==> src/rtl/cp0_int_ctrl_if.sv <==
// Pipeline-side bundle for the CP0 interrupt controller: mfc0/mtc0 access,
// victim-PC capture, device IRQ lines and the interrupt/eret outputs.
interface cp0_int_ctrl_if;
  logic [4:0]  A1;
  logic [4:0]  A2;
  logic [31:0] DIn;
  logic        We;
  logic [31:0] PC;
  logic        BDIn;
  logic [5:0]  HWInt;
  logic        EXLClr;
  logic        IntReq;
  logic [31:0] EPCOut;
  logic [31:0] HandlerPC;
  logic [31:0] DOut;

  // Pipeline/controller side
  modport master (
    output A1, A2, DIn, We, PC, BDIn, HWInt, EXLClr,
    input  IntReq, EPCOut, HandlerPC, DOut
  );

  // Coprocessor side
  modport slave (
    input  A1, A2, DIn, We, PC, BDIn, HWInt, EXLClr,
    output IntReq, EPCOut, HandlerPC, DOut
  );
endinterface

==> src/rtl/cp0_int_ctrl.sv <==
// CP0 interrupt controller: masks HWInt against SR, raises IntReq, captures
// EPC/BD on entry, clears EXL on eret and serves mfc0/mtc0.
module cp0_int_ctrl #(
  parameter logic [31:0] PRID    = 32'h0000_1801,
  parameter logic [31:0] HANDLER = 32'h0000_4180
) (
  input  logic         clk,
  input  logic         clr,
  cp0_int_ctrl_if.slave bus
);

  localparam logic [4:0] ADDR_SR    = 5'd12;
  localparam logic [4:0] ADDR_CAUSE = 5'd13;
  localparam logic [4:0] ADDR_EPC   = 5'd14;
  localparam logic [4:0] ADDR_PRID  = 5'd15;

  // SR fields
  logic [5:0]  r_im;
  logic        r_exl;
  logic        r_ie;
  // Cause fields
  logic        r_bd;
  logic [5:0]  r_ip;
  logic [4:0]  r_exccode;
  // EPC
  logic [31:0] r_epc;

  logic [5:0]  w_im_next;
  logic        w_exl_next;
  logic        w_ie_next;
  logic        w_bd_next;
  logic [5:0]  w_ip_next;
  logic [4:0]  w_exccode_next;
  logic [31:0] w_epc_next;

  logic        w_int_req;
  logic [31:0] w_pc_aligned;
  logic [31:0] w_victim_pc;
  logic [31:0] w_sr_word;
  logic [31:0] w_cause_word;
  logic [31:0] w_dout;
  logic        w_unused;

  assign w_int_req    = (|(bus.HWInt & r_im)) & r_ie & ~r_exl;
  assign w_pc_aligned = {bus.PC[31:2], 2'b00};
  // A delay-slot victim restarts at its branch so the branch re-executes.
  assign w_victim_pc  = bus.BDIn ? (w_pc_aligned - 32'd4) : w_pc_aligned;

  assign w_sr_word    = {16'h0000, r_im, 8'h00, r_exl, r_ie};
  assign w_cause_word = {r_bd, 15'h0000, r_ip, 3'b000, r_exccode, 2'b00};

  always_comb begin
    w_dout = 32'h0000_0000;
    case (bus.A1)
      ADDR_SR:    w_dout = w_sr_word;
      ADDR_CAUSE: w_dout = w_cause_word;
      ADDR_EPC:   w_dout = r_epc;
      ADDR_PRID:  w_dout = PRID;
      default:    w_dout = 32'h0000_0000;
    endcase
  end

  assign bus.IntReq    = w_int_req;
  assign bus.EPCOut    = r_epc;
  assign bus.HandlerPC = HANDLER;
  assign bus.DOut      = w_dout;

  // Next-state: interrupt entry beats eret, which beats a plain mtc0.
  always_comb begin
    w_im_next      = r_im;
    w_exl_next     = r_exl;
    w_ie_next      = r_ie;
    w_bd_next      = r_bd;
    w_ip_next      = bus.HWInt;
    w_exccode_next = r_exccode;
    w_epc_next     = r_epc;

    if (w_int_req) begin
      // The M-stage instruction is flushed, so its mtc0 must not commit.
      w_epc_next     = w_victim_pc;
      w_bd_next      = bus.BDIn;
      w_exccode_next = 5'd0;
      w_exl_next     = 1'b1;
    end else begin
      if (bus.EXLClr) begin
        w_exl_next = 1'b0;
      end
      if (bus.We) begin
        case (bus.A2)
          ADDR_SR: begin
            w_im_next  = bus.DIn[15:10];
            w_exl_next = bus.EXLClr ? 1'b0 : bus.DIn[1];
            w_ie_next  = bus.DIn[0];
          end
          ADDR_EPC: begin
            w_epc_next = {bus.DIn[31:2], 2'b00};
          end
          default: begin
          end
        endcase
      end
    end
  end

  always_ff @(posedge clk) begin
    if (clr) begin
      r_im      <= 6'd0;
      r_exl     <= 1'b0;
      r_ie      <= 1'b0;
      r_bd      <= 1'b0;
      r_ip      <= 6'd0;
      r_exccode <= 5'd0;
      r_epc     <= 32'h0000_0000;
    end else begin
      r_im      <= w_im_next;
      r_exl     <= w_exl_next;
      r_ie      <= w_ie_next;
      r_bd      <= w_bd_next;
      r_ip      <= w_ip_next;
      r_exccode <= w_exccode_next;
      r_epc     <= w_epc_next;
    end
  end

  assign w_unused = ^{bus.DIn[9:2], bus.PC[1:0]};

endmodule

==> src/flat_wrapper.sv <==
// flat-port wrapper written by rule: the top's interface ports become plain ports
module cp0_int_ctrl_flat 
#(
  parameter logic [31:0] PRID    = 32'h0000_1801,
  parameter logic [31:0] HANDLER = 32'h0000_4180
)
  (clk, clr, bus_A1, bus_A2, bus_DIn, bus_We, bus_PC, bus_BDIn, bus_HWInt, bus_EXLClr, bus_IntReq, bus_EPCOut, bus_HandlerPC, bus_DOut);
  cp0_int_ctrl_if bus_i ();
  input  logic clk;
  input  logic clr;
  input wire logic [$bits(bus_i.A1)-1:0] bus_A1;
  input wire logic [$bits(bus_i.A2)-1:0] bus_A2;
  input wire logic [$bits(bus_i.DIn)-1:0] bus_DIn;
  input wire logic [$bits(bus_i.We)-1:0] bus_We;
  input wire logic [$bits(bus_i.PC)-1:0] bus_PC;
  input wire logic [$bits(bus_i.BDIn)-1:0] bus_BDIn;
  input wire logic [$bits(bus_i.HWInt)-1:0] bus_HWInt;
  input wire logic [$bits(bus_i.EXLClr)-1:0] bus_EXLClr;
  output wire logic [$bits(bus_i.IntReq)-1:0] bus_IntReq;
  output wire logic [$bits(bus_i.EPCOut)-1:0] bus_EPCOut;
  output wire logic [$bits(bus_i.HandlerPC)-1:0] bus_HandlerPC;
  output wire logic [$bits(bus_i.DOut)-1:0] bus_DOut;
  assign bus_i.A1 = bus_A1;
  assign bus_i.A2 = bus_A2;
  assign bus_i.DIn = bus_DIn;
  assign bus_i.We = bus_We;
  assign bus_i.PC = bus_PC;
  assign bus_i.BDIn = bus_BDIn;
  assign bus_i.HWInt = bus_HWInt;
  assign bus_i.EXLClr = bus_EXLClr;
  assign bus_IntReq = bus_i.IntReq;
  assign bus_EPCOut = bus_i.EPCOut;
  assign bus_HandlerPC = bus_i.HandlerPC;
  assign bus_DOut = bus_i.DOut;
  cp0_int_ctrl #(.PRID(PRID), .HANDLER(HANDLER)) u_core (.clk(clk), .clr(clr), .bus(bus_i));
endmodule
==> config.mk <==
export PLATFORM = sky130hd
export DESIGN_NAME = cp0_int_ctrl_flat
export DESIGN_NICKNAME = d
export VERILOG_FILES = /design/src/rtl/cp0_int_ctrl_if.sv /design/src/rtl/cp0_int_ctrl.sv /design/src/flat_wrapper.sv
export SDC_FILE = /design/constraint.sdc
export NUM_CORES = 1
export LEC_CHECK = 0
export ABC_AREA = 1
export CAP_MARGIN = 20
export CORE_MARGIN = 4
export CORE_UTILIZATION = 41
export DETAILED_ROUTE_END_ITERATION = 10
export GPL_ROUTABILITY_DRIVEN = 0
export PLACE_DENSITY = 0.81
export SKIP_LAST_GASP = 1
export SLEW_MARGIN = 20
export SYNTH_ARGS = -nofsm -noshare
export SYNTH_HDL_FRONTEND = slang
export SYNTH_SLANG_ARGS = --single-unit
==> constraint.sdc <==
create_clock -name clk -period 2.09 [get_ports clk]
set_input_delay 0.5225 -clock clk [delete_from_list [all_inputs] [get_ports clk]]
set_output_delay 0.5225 -clock clk [all_outputs]
set_load 0.005 [all_outputs]
## Word-level counts from Yosys, hierarchy flattened

Index checks and enable logic that the tools add are counted.

| cells by class | value |
|---|---|
| magnitude comparators | 0 |
| multiplexer cells | 10 |
| $add $sub $neg | 1 |
| equal/unequal tests | 6 |
| reduce and logical (&&, ||, !) cells | 5 |
| shifts and indexed selects | 0 |
| multipliers | 0 |
| div/mod/pow operators | 0 |
| bitwise operators | 5 |

Operators by type and width:

| cell | count |
|---|---|
| 32-bit two-way mux | 4 |
| 32-bit case mux with 4 select lines | 1 |
| 32-bit by 3-bit subtractor with 32-bit output (second input constant) | 1 |
| 5-bit by 4-bit == test with 1-bit output (second input constant) | 6 |
| 6-bit AND | 1 |
| 6-bit OR reduction | 1 |
| 1-bit two-way mux | 5 |
| 2-bit nonzero test | 2 |
| 3-bit AND reduction | 1 |
| 1-bit AND | 2 |
| 1-bit NOT | 2 |
| 2-bit AND reduction | 1 |

| storage, ports and cells | value |
|---|---|
| memory bits (writable) | 0 |
| memories | 0 |
| bits in latches | 0 |
| bits in registers | 47 |
| word-level logic and storage cells | 33 |
| ROM bits | 0 |
| input port bits | 85 |
| output and inout bits | 97 |

## Longest topological paths before layout

| depth | value |
|---|---|
| word-level depth | 6 |
| gate-level depth with buffers | 12 |
| depth with buffers taken out | 12 |

## Worst setup path after synthesis

Ideal clock, no wire load.

| timing path | value |
|---|---|
| path type | input to output |
| start point | input bus_A1[0] |
| end point | output bus_DOut[17] |
| arrival time | 1314 ps |
| path buffers | 1 |
| stages on the path | 4 |
| setup slack | 253 ps |
| required time | 1567 ps |
| cells stage by stage | nor2_1 nand2_1 clkbuf_1 nor2_1 |

| between the ends | value |
|---|---|
| cells in the longest elaborated chain, start to end | 2 |
| elaborated cells between the ends (all ways) | 5 |
| classes of those cells | 4 x eq/ne; 1 x mux |

RTL lines:

| what | RTL line | RTL |
|---|---|---|
| from (decl) | flat_wrapper.sv:11 | `input wire logic [$bits(bus_i.A1)-1:0] bus_A1;` |
| 5-bit by 4-bit == test with 1-bit output | cp0_int_ctrl.sv:54 | `case (bus.A1)` |
| 32-bit case mux with 4 select lines * | cp0_int_ctrl.sv:54 |  |
| to (decl) | flat_wrapper.sv:22 | `output wire logic [$bits(bus_i.DOut)-1:0] bus_DOut;` |

Mark *: on every way between the ends. The rest lies on a longest branch, timed or not.

## Final worst setup path

| timing path | value |
|---|---|
| start point | input bus_HWInt[1] |
| end point | output bus_IntReq |

| between the ends | value |
|---|---|
| cells in the longest elaborated chain, start to end | 4 |

RTL lines:

| what | RTL line | RTL |
|---|---|---|
| from (decl) | flat_wrapper.sv:17 | `input wire logic [$bits(bus_i.HWInt)-1:0] bus_HWInt;` |
| 6-bit AND | cp0_int_ctrl.sv:44 | `assign w_int_req = (\|(bus.HWInt & r_im)) & r_ie & ~r_exl;` |
| 6-bit OR reduction | cp0_int_ctrl.sv:44 |  |
| 1-bit AND (2 in series) | cp0_int_ctrl.sv:44 |  |
| to (decl) | flat_wrapper.sv:19 | `output wire logic [$bits(bus_i.IntReq)-1:0] bus_IntReq;` |

No other way between the ends.

==> impl_results.md <==
- Outcome: finished, final reports clean
- IO Port Bufs: 145
- Layout Utilization: 63.64%
- Placement Rows: 34
- Top-count cell post-synth: nand2_1
- Max clock buf depth: 2
- Cells taking the most area after synthesis: dfxtp_1, nand2_1, nor2_1, inv_1, buf_4
- Clock network power share: 30.7%
- P_int: 1.332 mW
- First-pass GRT wire length: 20.11 mm
- CP endpoint kind: output port
- Synth async-reset ratio: 0%
- Total grt overflow: 0
- Vias per inst: 4.992
- DP HPWL: 10.39 mm
- Reg power frac: 46.7%
- RSZ-0062 raised after global routing: true
- Layout Area Growth over Synthesis: 50.47%
- CP max FO: 2
- Root buffer cell: clkbuf_8
- Yosys top cell area share: 24.31%
- WS Path Type: in -> out
- Required time worst endpoint: 1570 ps
- Critical Path Source Type: input pin
- Commonest cells in the netlist: nand2_1, nor2_1, inv_1, dfxtp_1, nand3_1
- Leakage: 2.542 nW
- EDFF count, synth: 0
- Reg clk slew, reported paths: 90 ps
- Post-Route Skew: 7.916 ps
- P_sw: 0.5503 mW
- Post-synth design cell area: 3706 um2
- Power after layout: 1.882 mW
- Largest net degree at the start of global routing: 32
- Hold-fix buffers at CTS: 0
- Comb pwr share: 22.6%
- Worst VDD drop: 259.3 uV
- Data arrival, critical path: 1540 ps
- Crit path time final: 2065 ps
- Clock tree sinks: 45
- Cells after Synth: 598
- Register area share after synthesis: 24.31%
- IO Count: 182
- Drt wl/cell: 14.35 um
- CORE AREA: 8763 um2
- Netlist cell types: 41
- Clk_lat worst skew: 300 ps
- Most used DFF post-synth: dfxtp_1
- Synth area leader: dfxtp_1
- Total Routing Usage GR: 23.69%
- Starting density of the core: 42.29%
- Post-route ant nets: 0
- Max cap viols: 0
- Number of DRC markers in iteration 0: 229
- Via count: 4463
- Num CTS Buffers: 5
- Vias in the first global route: 4353
- # diodes: 0
- Layout cells sized above 1: 19.34%
- CTS H-tree depth: 2
- Nets: 871
- Die Span Y: 103.1 um
- Routed WL: 12.83 mm
- Final setup fails: 0
- Maximum clock rate: 484.3 MHz
- Mean area per synthesized cell: 6.197 um2
- Switching part of the total: 29.24%
- Power Dens Cells: 337.5 nW/um2
- DRC violations left: 0
- #FFs+latches synth: 45
- WHS: 485.3 ps
- Fill cell count: 794
- Hold WC Path Type: reg -> reg
- CTS tree: built
- Synth warn: 0
- Setup TNS: 0 ps
- Die X: 103.1 um
- Initial DRT Pass Iterations: 5
- Fin. Hold Viols: 0
- Initial antenna violation count: 0
- Die area: 10620 um2
- Final period utilization: 98.79%
- Max Slew Vio Count: 0
[kinds of logic after synthesis]
logic type | share of synthesized area [%]
AND/OR/NAND/NOR | 38.45
buffers and inverters | 20.05
AO/OA/AOI/OAI | 14.01
flip-flops | 24.31
XOR/XNOR | 2.363
other | 0.2026
adder cells (fa/ha/maj) | 0.3376
multiplexers | 0.2701
[metal layers]
metal	global-route usage, %	up-vias	wire (um)
met3	3.315	53	985
met2	41.34	251	6211
li1	-	2168	-
met5	0	-	0
met4	12.05	0	630
met1	28.19	1991	5004
[layout make-up]
class	instances	area (um2)	share of cell area, %
timing repair buffer	200	1866	33.45
inverter	93	350.3	6.282
multi-input combinational	440	2235	40.07
tap	108	135.1	2.423
clock inverter	3	21.27	0.3814
clock buffer	5	68.82	1.234
sequential	45	900.9	16.15
[placed cells by master, fill, tap and decap left out, drive strengths merged, types with 2 or more instances in the layout]
master         count
nand2            145
nor2             108
clkdlybuf4s50    102
inv               93
buf               66
dfxtp             45
o21ai             45
nand3             43
conb              34
a21oi             29
dlygate4sd2       24
nand4              9
xor2               6
clkbuf             6
clkdlybuf4s15      6
xnor2              4
nor3               3
o211ai             2
clkinv             2
a211oi             2
nand3b             2
[stage by stage]
step                      cell area, um2  instances  worst slack, ps
after global routing                5577        894           -3.101
after global placement              5410        878           -610.3
after floorplan                     3826        630            253.2
after detailed placement            5410        878           -706.4
after CTS                           5554        894            4.346
final                               5577        894            25.23
[what timing repair did]
action,CTS,global route
gates resized for setup,109,5
cloned,0,1
buffers inserted,8,0
pin swaps,11,7
setup endpoints to repair,33,11
[flip-flops by register name, summed over array words and instances (netlist names)]
| signal | flops |
|---|---|
| u_core.r_ip | 6 |
| u_core.r_bd | 1 |
| u_core.bus.EPCOut | 30 |
| u_core.r_ie | 1 |
| u_core.r_im | 6 |
| u_core.r_exl | 1 |
[power groups by stage]
stage | clock network, mW | logic, mW | registers, mW
2_1_floorplan | 0 | 0.195 | 0.896
3_3_place_gp | 0 | 0.399 | 0.897
3_5_place_dp | 0 | 0.409 | 0.898
4_1_cts | 0.583 | 0.419 | 0.878
5_1_grt | 0.626 | 0.464 | 0.880
6_report | 0.578 | 0.425 | 0.879
[critical path, stage by stage]
cell and delay (ps):
clkdlybuf4s50_1 420, inv_2 80, o21ai_4 60, nor3_4 270
nor2_8 70, buf_6 120
[final timing paths]
kind,from,endpoint,slack (ps),depth (start not counted)
worst max register to register,u_core.r_im[0],u_core.bus.EPCOut[5],400,9
worst min-delay path,u_core.bus.EPCOut[17],u_core.bus.EPCOut[17],490,2
worst min register to register,u_core.bus.EPCOut[17],u_core.bus.EPCOut[17],490,2
worst max-delay path,bus_HWInt[1],bus_IntReq,30,6
Power figures use the tool's default switching activity.
